File: src/rtl/rot_decipher_stream_if.sv
// Stream bundle for the rotate-cipher decryptor: ciphertext in, plaintext out.
//   in_valid/in_ready/din    : ciphertext beat handshake
//   out_valid/out_ready/dout : plaintext handshake at the output FIFO head
// slave is the decryptor's view; master is the source/consumer side.
interface rot_decipher_stream_if #(
    parameter int unsigned N = 8
);
    logic         in_valid;
    logic         in_ready;
    logic [N-1:0] din;
    logic         out_valid;
    logic         out_ready;
    logic [N-1:0] dout;

    modport slave (
        input  in_valid, din, out_ready,
        output in_ready, out_valid, dout
    );

    modport master (
        output in_valid, din, out_ready,
        input  in_ready, out_valid, dout
    );
endinterface

File: src/rtl/rot_decipher_stream.sv
// Rotate-cipher decryptor: latched key, two-stage datapath, DEPTH-entry output FIFO.
// Ports:
//   clk_i        : clock, rising edge
//   rst_ni       : asynchronous active-low reset
//   key_load_i   : request to latch key_dir_i / key_shift_i
//   key_dir_i    : 00 none, 01 rotl, 10 rotr, 11 rotl-then-invert (encrypt side)
//   key_shift_i  : rotate amount, taken mod N
//   key_err_o    : one-cycle pulse after a rejected key_load_i
//   blk_cnt_o    : wrapping count of output handshakes
//   s            : stream interface (slave modport)
module rot_decipher_stream #(
    parameter int unsigned N     = 8,
    parameter int unsigned DEPTH = 4
) (
    input  logic        clk_i,
    input  logic        rst_ni,
    input  logic        key_load_i,
    input  logic [1:0]  key_dir_i,
    input  logic [4:0]  key_shift_i,
    output logic        key_err_o,
    output logic [15:0] blk_cnt_o,
    rot_decipher_stream_if.slave s
);

    localparam int unsigned SW = $clog2(N);
    localparam int unsigned AW = $clog2(DEPTH);
    localparam int unsigned CW = AW + 1;

    localparam logic [1:0] DIR_ROTL = 2'b01;
    localparam logic [1:0] DIR_ROTR = 2'b10;
    localparam logic [1:0] DIR_INV  = 2'b11;

    logic [1:0]    key_dir_q, key_dir_d;
    logic [SW-1:0] key_sh_q, key_sh_d;
    logic          key_err_q, key_err_d;
    logic          s1_v_q, s1_v_d;
    logic [N-1:0]  s1_d_q, s1_d_d;
    logic          s2_v_q, s2_v_d;
    logic [N-1:0]  s2_d_q, s2_d_d;
    logic [AW-1:0] wr_ptr_q, wr_ptr_d;
    logic [AW-1:0] rd_ptr_q, rd_ptr_d;
    logic [CW-1:0] cnt_q, cnt_d;
    logic [15:0]   blk_cnt_q, blk_cnt_d;
    logic [N-1:0]  mem_q [DEPTH];

    logic [CW:0]   credit;
    logic          in_ready_c;
    logic          accept;
    logic          key_ok;
    logic          push;
    logic          pop;
    logic          out_valid_c;

    function automatic logic [N-1:0] rot_r(input logic [N-1:0] x, input logic [SW-1:0] a);
        logic [2*N-1:0] t;
        t = {x, x} >> a;
        return t[N-1:0];
    endfunction

    function automatic logic [N-1:0] rot_l(input logic [N-1:0] x, input logic [SW-1:0] a);
        logic [2*N-1:0] t;
        t = {x, x} << a;
        return t[2*N-1:N];
    endfunction

    // Credit check counts in-flight beats so the pipeline never has to stall.
    assign credit      = (CW+1)'(cnt_q) + (CW+1)'(s1_v_q) + (CW+1)'(s2_v_q);
    assign in_ready_c  = !key_load_i && (credit < (CW+1)'(DEPTH));
    assign accept      = s.in_valid && in_ready_c;
    assign key_ok      = key_load_i && !s1_v_q && !s2_v_q && !accept;
    assign out_valid_c = (cnt_q != '0);
    assign push        = s2_v_q;
    assign pop         = out_valid_c && s.out_ready;

    assign s.in_ready  = in_ready_c;
    assign s.out_valid = out_valid_c;
    assign s.dout      = out_valid_c ? mem_q[rd_ptr_q] : '0;
    assign key_err_o   = key_err_q;
    assign blk_cnt_o   = blk_cnt_q;

    // Next-state for key, pipeline stages, FIFO bookkeeping and counter.
    always_comb begin
        key_dir_d = key_dir_q;
        key_sh_d  = key_sh_q;
        key_err_d = key_load_i && !key_ok;
        if (key_ok) begin
            key_dir_d = key_dir_i;
            key_sh_d  = SW'({1'b0, key_shift_i} % 6'(N));
        end

        s1_v_d = accept;
        s1_d_d = (key_dir_q == DIR_INV) ? ~s.din : s.din;

        // Stage 2 undoes the encrypt-side rotation (key cannot change while s1 is busy).
        s2_v_d = s1_v_q;
        s2_d_d = s1_d_q;
        case (key_dir_q)
            DIR_ROTL, DIR_INV: s2_d_d = rot_r(s1_d_q, key_sh_q);
            DIR_ROTR:          s2_d_d = rot_l(s1_d_q, key_sh_q);
            default:           s2_d_d = s1_d_q;
        endcase

        wr_ptr_d = push ? wr_ptr_q + AW'(1) : wr_ptr_q;
        rd_ptr_d = pop  ? rd_ptr_q + AW'(1) : rd_ptr_q;
        cnt_d    = cnt_q;
        case ({push, pop})
            2'b10:   cnt_d = cnt_q + CW'(1);
            2'b01:   cnt_d = cnt_q - CW'(1);
            default: cnt_d = cnt_q;
        endcase

        blk_cnt_d = pop ? blk_cnt_q + 16'd1 : blk_cnt_q;
    end

    // Control and datapath registers.
    always_ff @(posedge clk_i or negedge rst_ni) begin
        if (!rst_ni) begin
            key_dir_q <= '0;
            key_sh_q  <= '0;
            key_err_q <= 1'b0;
            s1_v_q    <= 1'b0;
            s1_d_q    <= '0;
            s2_v_q    <= 1'b0;
            s2_d_q    <= '0;
            wr_ptr_q  <= '0;
            rd_ptr_q  <= '0;
            cnt_q     <= '0;
            blk_cnt_q <= '0;
        end else begin
            key_dir_q <= key_dir_d;
            key_sh_q  <= key_sh_d;
            key_err_q <= key_err_d;
            s1_v_q    <= s1_v_d;
            s1_d_q    <= s1_d_d;
            s2_v_q    <= s2_v_d;
            s2_d_q    <= s2_d_d;
            wr_ptr_q  <= wr_ptr_d;
            rd_ptr_q  <= rd_ptr_d;
            cnt_q     <= cnt_d;
            blk_cnt_q <= blk_cnt_d;
        end
    end

    // FIFO storage; contents are qualified by cnt_q so no reset is needed.
    always_ff @(posedge clk_i) begin
        if (push) begin
            mem_q[wr_ptr_q] <= s2_d_q;
        end
    end

endmodule

File: src/flat_wrapper.sv
// flat-port wrapper written by rule: the top's interface ports become plain ports
module rot_decipher_stream_flat 
#(
    parameter int unsigned N     = 8,
    parameter int unsigned DEPTH = 4
)
  (clk_i, rst_ni, key_load_i, key_dir_i, key_shift_i, key_err_o, blk_cnt_o, s_in_valid, s_din, s_out_ready, s_in_ready, s_out_valid, s_dout);
  rot_decipher_stream_if #(.N(N)) s_i ();
  input  logic clk_i;
  input  logic rst_ni;
  input  logic key_load_i;
  input  logic [1:0] key_dir_i;
  input  logic [4:0] key_shift_i;
  output logic key_err_o;
  output logic [15:0] blk_cnt_o;
  input wire logic [$bits(s_i.in_valid)-1:0] s_in_valid;
  input wire logic [$bits(s_i.din)-1:0] s_din;
  input wire logic [$bits(s_i.out_ready)-1:0] s_out_ready;
  output wire logic [$bits(s_i.in_ready)-1:0] s_in_ready;
  output wire logic [$bits(s_i.out_valid)-1:0] s_out_valid;
  output wire logic [$bits(s_i.dout)-1:0] s_dout;
  assign s_i.in_valid = s_in_valid;
  assign s_i.din = s_din;
  assign s_i.out_ready = s_out_ready;
  assign s_in_ready = s_i.in_ready;
  assign s_out_valid = s_i.out_valid;
  assign s_dout = s_i.dout;
  rot_decipher_stream #(.N(N), .DEPTH(DEPTH)) u_core (.clk_i(clk_i), .rst_ni(rst_ni), .key_load_i(key_load_i), .key_dir_i(key_dir_i), .key_shift_i(key_shift_i), .key_err_o(key_err_o), .blk_cnt_o(blk_cnt_o), .s(s_i));
endmodule
File: config.mk
export PLATFORM = sky130hd
export DESIGN_NAME = rot_decipher_stream_flat
export DESIGN_NICKNAME = d
export VERILOG_FILES = /design/src/rtl/rot_decipher_stream_if.sv /design/src/rtl/rot_decipher_stream.sv /design/src/flat_wrapper.sv
export SDC_FILE = /design/constraint.sdc
export NUM_CORES = 1
export LEC_CHECK = 0
export ABC_AREA = 1
export CORE_UTILIZATION = 55
export DETAILED_ROUTE_END_ITERATION = 8
export PLACE_DENSITY = 0.8
export SLEW_MARGIN = 5
export SYNTH_ARGS = -nofsm -noshare
export SYNTH_HDL_FRONTEND = slang
export SYNTH_SLANG_ARGS = --single-unit
File: constraint.sdc
create_clock -name clk_i -period 2.4 [get_ports clk_i]
set_clock_uncertainty 0.2 [all_clocks]
set_input_delay 0.36 -clock clk_i [delete_from_list [all_inputs] [get_ports clk_i]]
set_output_delay 0.36 -clock clk_i [all_outputs]
set_load 0.05 [all_outputs]
==> flow_metrics.py <==
metrics = {
    "status": {
        "status": "finished, final reports clean",
    },
    "final_layout": {
        "fill_cells": 539,
        "post-route-util_pct": 70.11,
        "area_delta_synth_final_pct": 20.67,
        "drive_gt1_share_pct": 10.83,
        "antenna_cells": 0,
        "nets": 531,
        "fin_cells": 604,
    },
    "setup_path": {
        "worstSetupPathType": "flop to primary output",
        "r2r_slack_ps": 330,
        "required_ps": 1840,
        "cp_top_family": "flip-flops",
        "crit_fanout": 18,
        "rr_endpoint": "u_core.cnt_q[2]",
        "critPathLaunch": "u_core.rd_ptr_q[0]",
        "slowest_stage": "dfrtp_2",
        "worst_setup_path_start_kind": "flop",
        "cp_data_arrival_time_ps": 1710,
        "critPathCaptureType": "primary output",
        "crit_buf_inv": 2,
        "slowest_delay_ps": 590,
        "worstPathCellList": "inv_4 > o21ai_0 > a21oi_2 > buf_12",
        "rr_worst_depth": 10,
        "reg2reg_from": "u_core.cnt_q[0]",
    },
    "clocking": {
        "cts-htree-levels": 3,
        "cts.clk_slew.worst_paths_ps": 90,
        "cts_tree": "yes",
        "cts_root_buf": "clkbuf_8",
        "cts.sinks": 79,
        "clk_path_buf_depth": 2,
        "clock_latency_ps": 340,
        "cts_buffers": 9,
    },
    "synthesis": {
        "synthMuxAreaShare_pct": 0.2806,
        "synth_cell_type_count": 29,
        "ys.flop_type": "dfrtp_1",
        "synth-xor-area-share_pct": 4.365,
        "synthesis.nets": 482,
        "yosysWarnings": 0,
        "yosysTopAreaCell": "dfrtp_1",
        "synth-seq-cells": 79,
        "synth_fa_ha_area_share_pct": 2.682,
        "yosysTopAreaCellShare_pct": 29.31,
        "yosys-top-cells-area": "dfrtp_1 29%, edfxtp_1 24%, nand2_1 10%, nand3_1 10%, nor2_1 5.1%",
        "synth_compound_area_share_pct": 4.740,
        "synth-seq-area-share_pct": 53.26,
        "async_flop_share_pct": 59.49,
        "syn_inst": 454,
        "synth_area_sq_mm": 0.004013,
        "synth_simple_gate_area_share_pct": 29.34,
        "synth_edf_count": 32,
        "synth_top_family_by_area": "simple AND/OR/NAND/NOR gates",
        "syn_avg_cell_area_sq_um": 8.838,
    },
    "global_routing": {
        "grt_pass1_vias": 3000,
        "overflow": 0,
        "antenna_found_initial": 0,
        "grt_pass1_wl_um": 13830,
        "track_usage_pct": 23.76,
        "grt_max_degree": 28,
    },
    "timing": {
        "hold_viol_final": 0,
        "grt_setup_unrepaired": "false",
        "timing.final.crit_share_pct": 94.45,
        "fin_setup_tns_ps": 0,
        "slew_viol_final": 0,
        "worst-slew-pin-transition_ps": 640.3,
        "setup_violations": 0,
        "period_needed_ps": 2267,
        "max_freq_mhz": 441.1,
        "maxSlewHeadroom_pct": 57.16,
    },
    "die": {
        "initial_utilization_pct": 58.10,
        "rows": 30,
        "pin_count": 47,
        "die_width_um": 87.42,
        "die_area_sq_mm": 0.007641,
        "fp.dieH_um": 87.42,
        "core_area_sq_mm": 0.006907,
    },
    "place": {
        "io_buffers": 44,
        "dpl.cell_count": 585,
        "routabilityCongestion": 0.8862,
        "dpl.hpwl_um": 5802,
    },
    "power_and_ir_drop": {
        "power_density_mw_per_mm2": 1283,
        "irDropWorstVdd_v": 0.0005829,
        "report.power.total_w": 0.006211,
        "leakage_nw": 2.100,
    },
    "detailed_routing": {
        "vias": 3268,
        "drc_errors": 0,
        "ant_nets": 0,
        "drtIter0Drc": 269,
        "wl_um": 8187,
        "dr.pass1.iters": 5,
        "detail_route.vias_per_cell": 5.411,
        "wl_per_cell_um": 13.55,
    },
    "hold_path": {
        "min_from": "u_core.s1_v_q",
        "hold_depth": 0,
        "worstHoldPathType": "flop to flop",
        "holdPathEnd": "u_core.push",
    },
    "flow_run": {
        "drv_cap": 0,
    },
}
## placed cells by master (no fill, tap or decap), types with 3 or more instances in the layout
master	instances
nand2_1	108
nand3_1	80
nor2_1	54
dfrtp_1	45
clkdlybuf4s50_1	33
edfxtp_1	32
inv_1	26
o21ai_0	25
xnor2_1	11
a21oi_1	9
xor2_1	9
clkbuf_8	9
buf_12	9
buf_4	8
ha_1	7
nand4_1	5
nand2_2	4
inv_2	3
o21ai_1	3
nor2_4	3
clkinvlp_4	3
## metal layers
metal	vias to the layer above	global-route usage, %	wire (um)
li1	1598	-	-
met1	1539	31.79	3593
met2	118	39.56	4091
met3	13	3.886	380
met4	0	8.048	122
met5	-	0	0
## how the worst max path moves through the flow
stage                                  to  slack (ps)  depth (start not counted)
final                           s_dout[3]         130                          4
after global routing            s_dout[2]          30                          5
after CTS                     s_out_valid          30                          3
after detailed placement  u_core.cnt_q[2]          70                          9
after global placement    u_core.cnt_q[2]          90                          9
after floorplan           u_core.cnt_q[2]          90                         11
## cell usage after synthesis, types with 2 or more instances
cell and number:
nand2_1 108, nand3_1 80, nor2_1 54, dfrtp_1 47, edfxtp_1 32, inv_1 26, o21ai_0 26, xnor2_1 11
a21oi_1 10, buf_2 9, xor2_1 9, ha_1 7, nand4_1 5, inv_2 4, nand2_2 4, buf_4 3
nor2_4 3, buf_6 2, nand2_4 2, nor2_2 2, o21ai_1 2
## final cells by class
| cell class | instances | area [sq um] | share of cell area (%) |
|---|---|---|---|
| Clock inverter | 7 | 73.82 | 1.525 |
| Multi-Input combinational cell | 329 | 1665 | 34.39 |
| Sequential cell | 79 | 2140 | 44.19 |
| Inverter | 31 | 121.4 | 2.506 |
| Tap cell | 96 | 120.1 | 2.481 |
| Clock buffer | 9 | 123.9 | 2.558 |
| Timing Repair Buffer | 53 | 598.1 | 12.35 |
## power by group
part	internal (W)	switching, W	total (W)
clock	0.000480	0.000491	0.000971
combinational	0.00117	0.00190	0.00307
sequential	0.00181	0.000360	0.00217
## state kept, by name, indices dropped and copies added (netlist names)
signal	flops
u_core.mem_q	32
u_core.s1_v_q	1
u_core.s2_d_q	8
u_core.rd_ptr_q	2
u_core.wr_ptr_q	2
u_core.key_dir_q	2
u_core.blk_cnt_o	16
u_core.key_sh_q	3
u_core.key_err_o	1
u_core.s1_d_q	8
u_core.push	1
u_core.cnt_q	3
## stage by stage
stage / hold WS [ps] / area [sq um] / setup slack, ps
after global routing: 299.4 / 4842 / 25.03
after floorplan: -135.6 / 4013 / 94.58
after global placement: 192.4 / 4608 / 89.48
after CTS: 277.2 / 4821 / 31.74
final: 272.2 / 4842 / 133.1
after detailed placement: 195.2 / 4608 / 71.02
## cells by family after synthesis
group | Yosys count
XOR/XNOR | 20
AND/OR/NAND/NOR | 262
adder cells (fa/ha/maj) | 8
buffers and inverters | 46
AO/OA/AOI/OAI | 38
multiplexers | 1
flip-flops | 79
## timing repair
item	CTS	global route
setup endpoints to repair	9	3
gates resized for setup	3	3
hold endpoints to repair	25	0
buffers inserted	0	2
hold buffers	1	0
pin swaps	0	1
(Power assumes the default switching activity.)
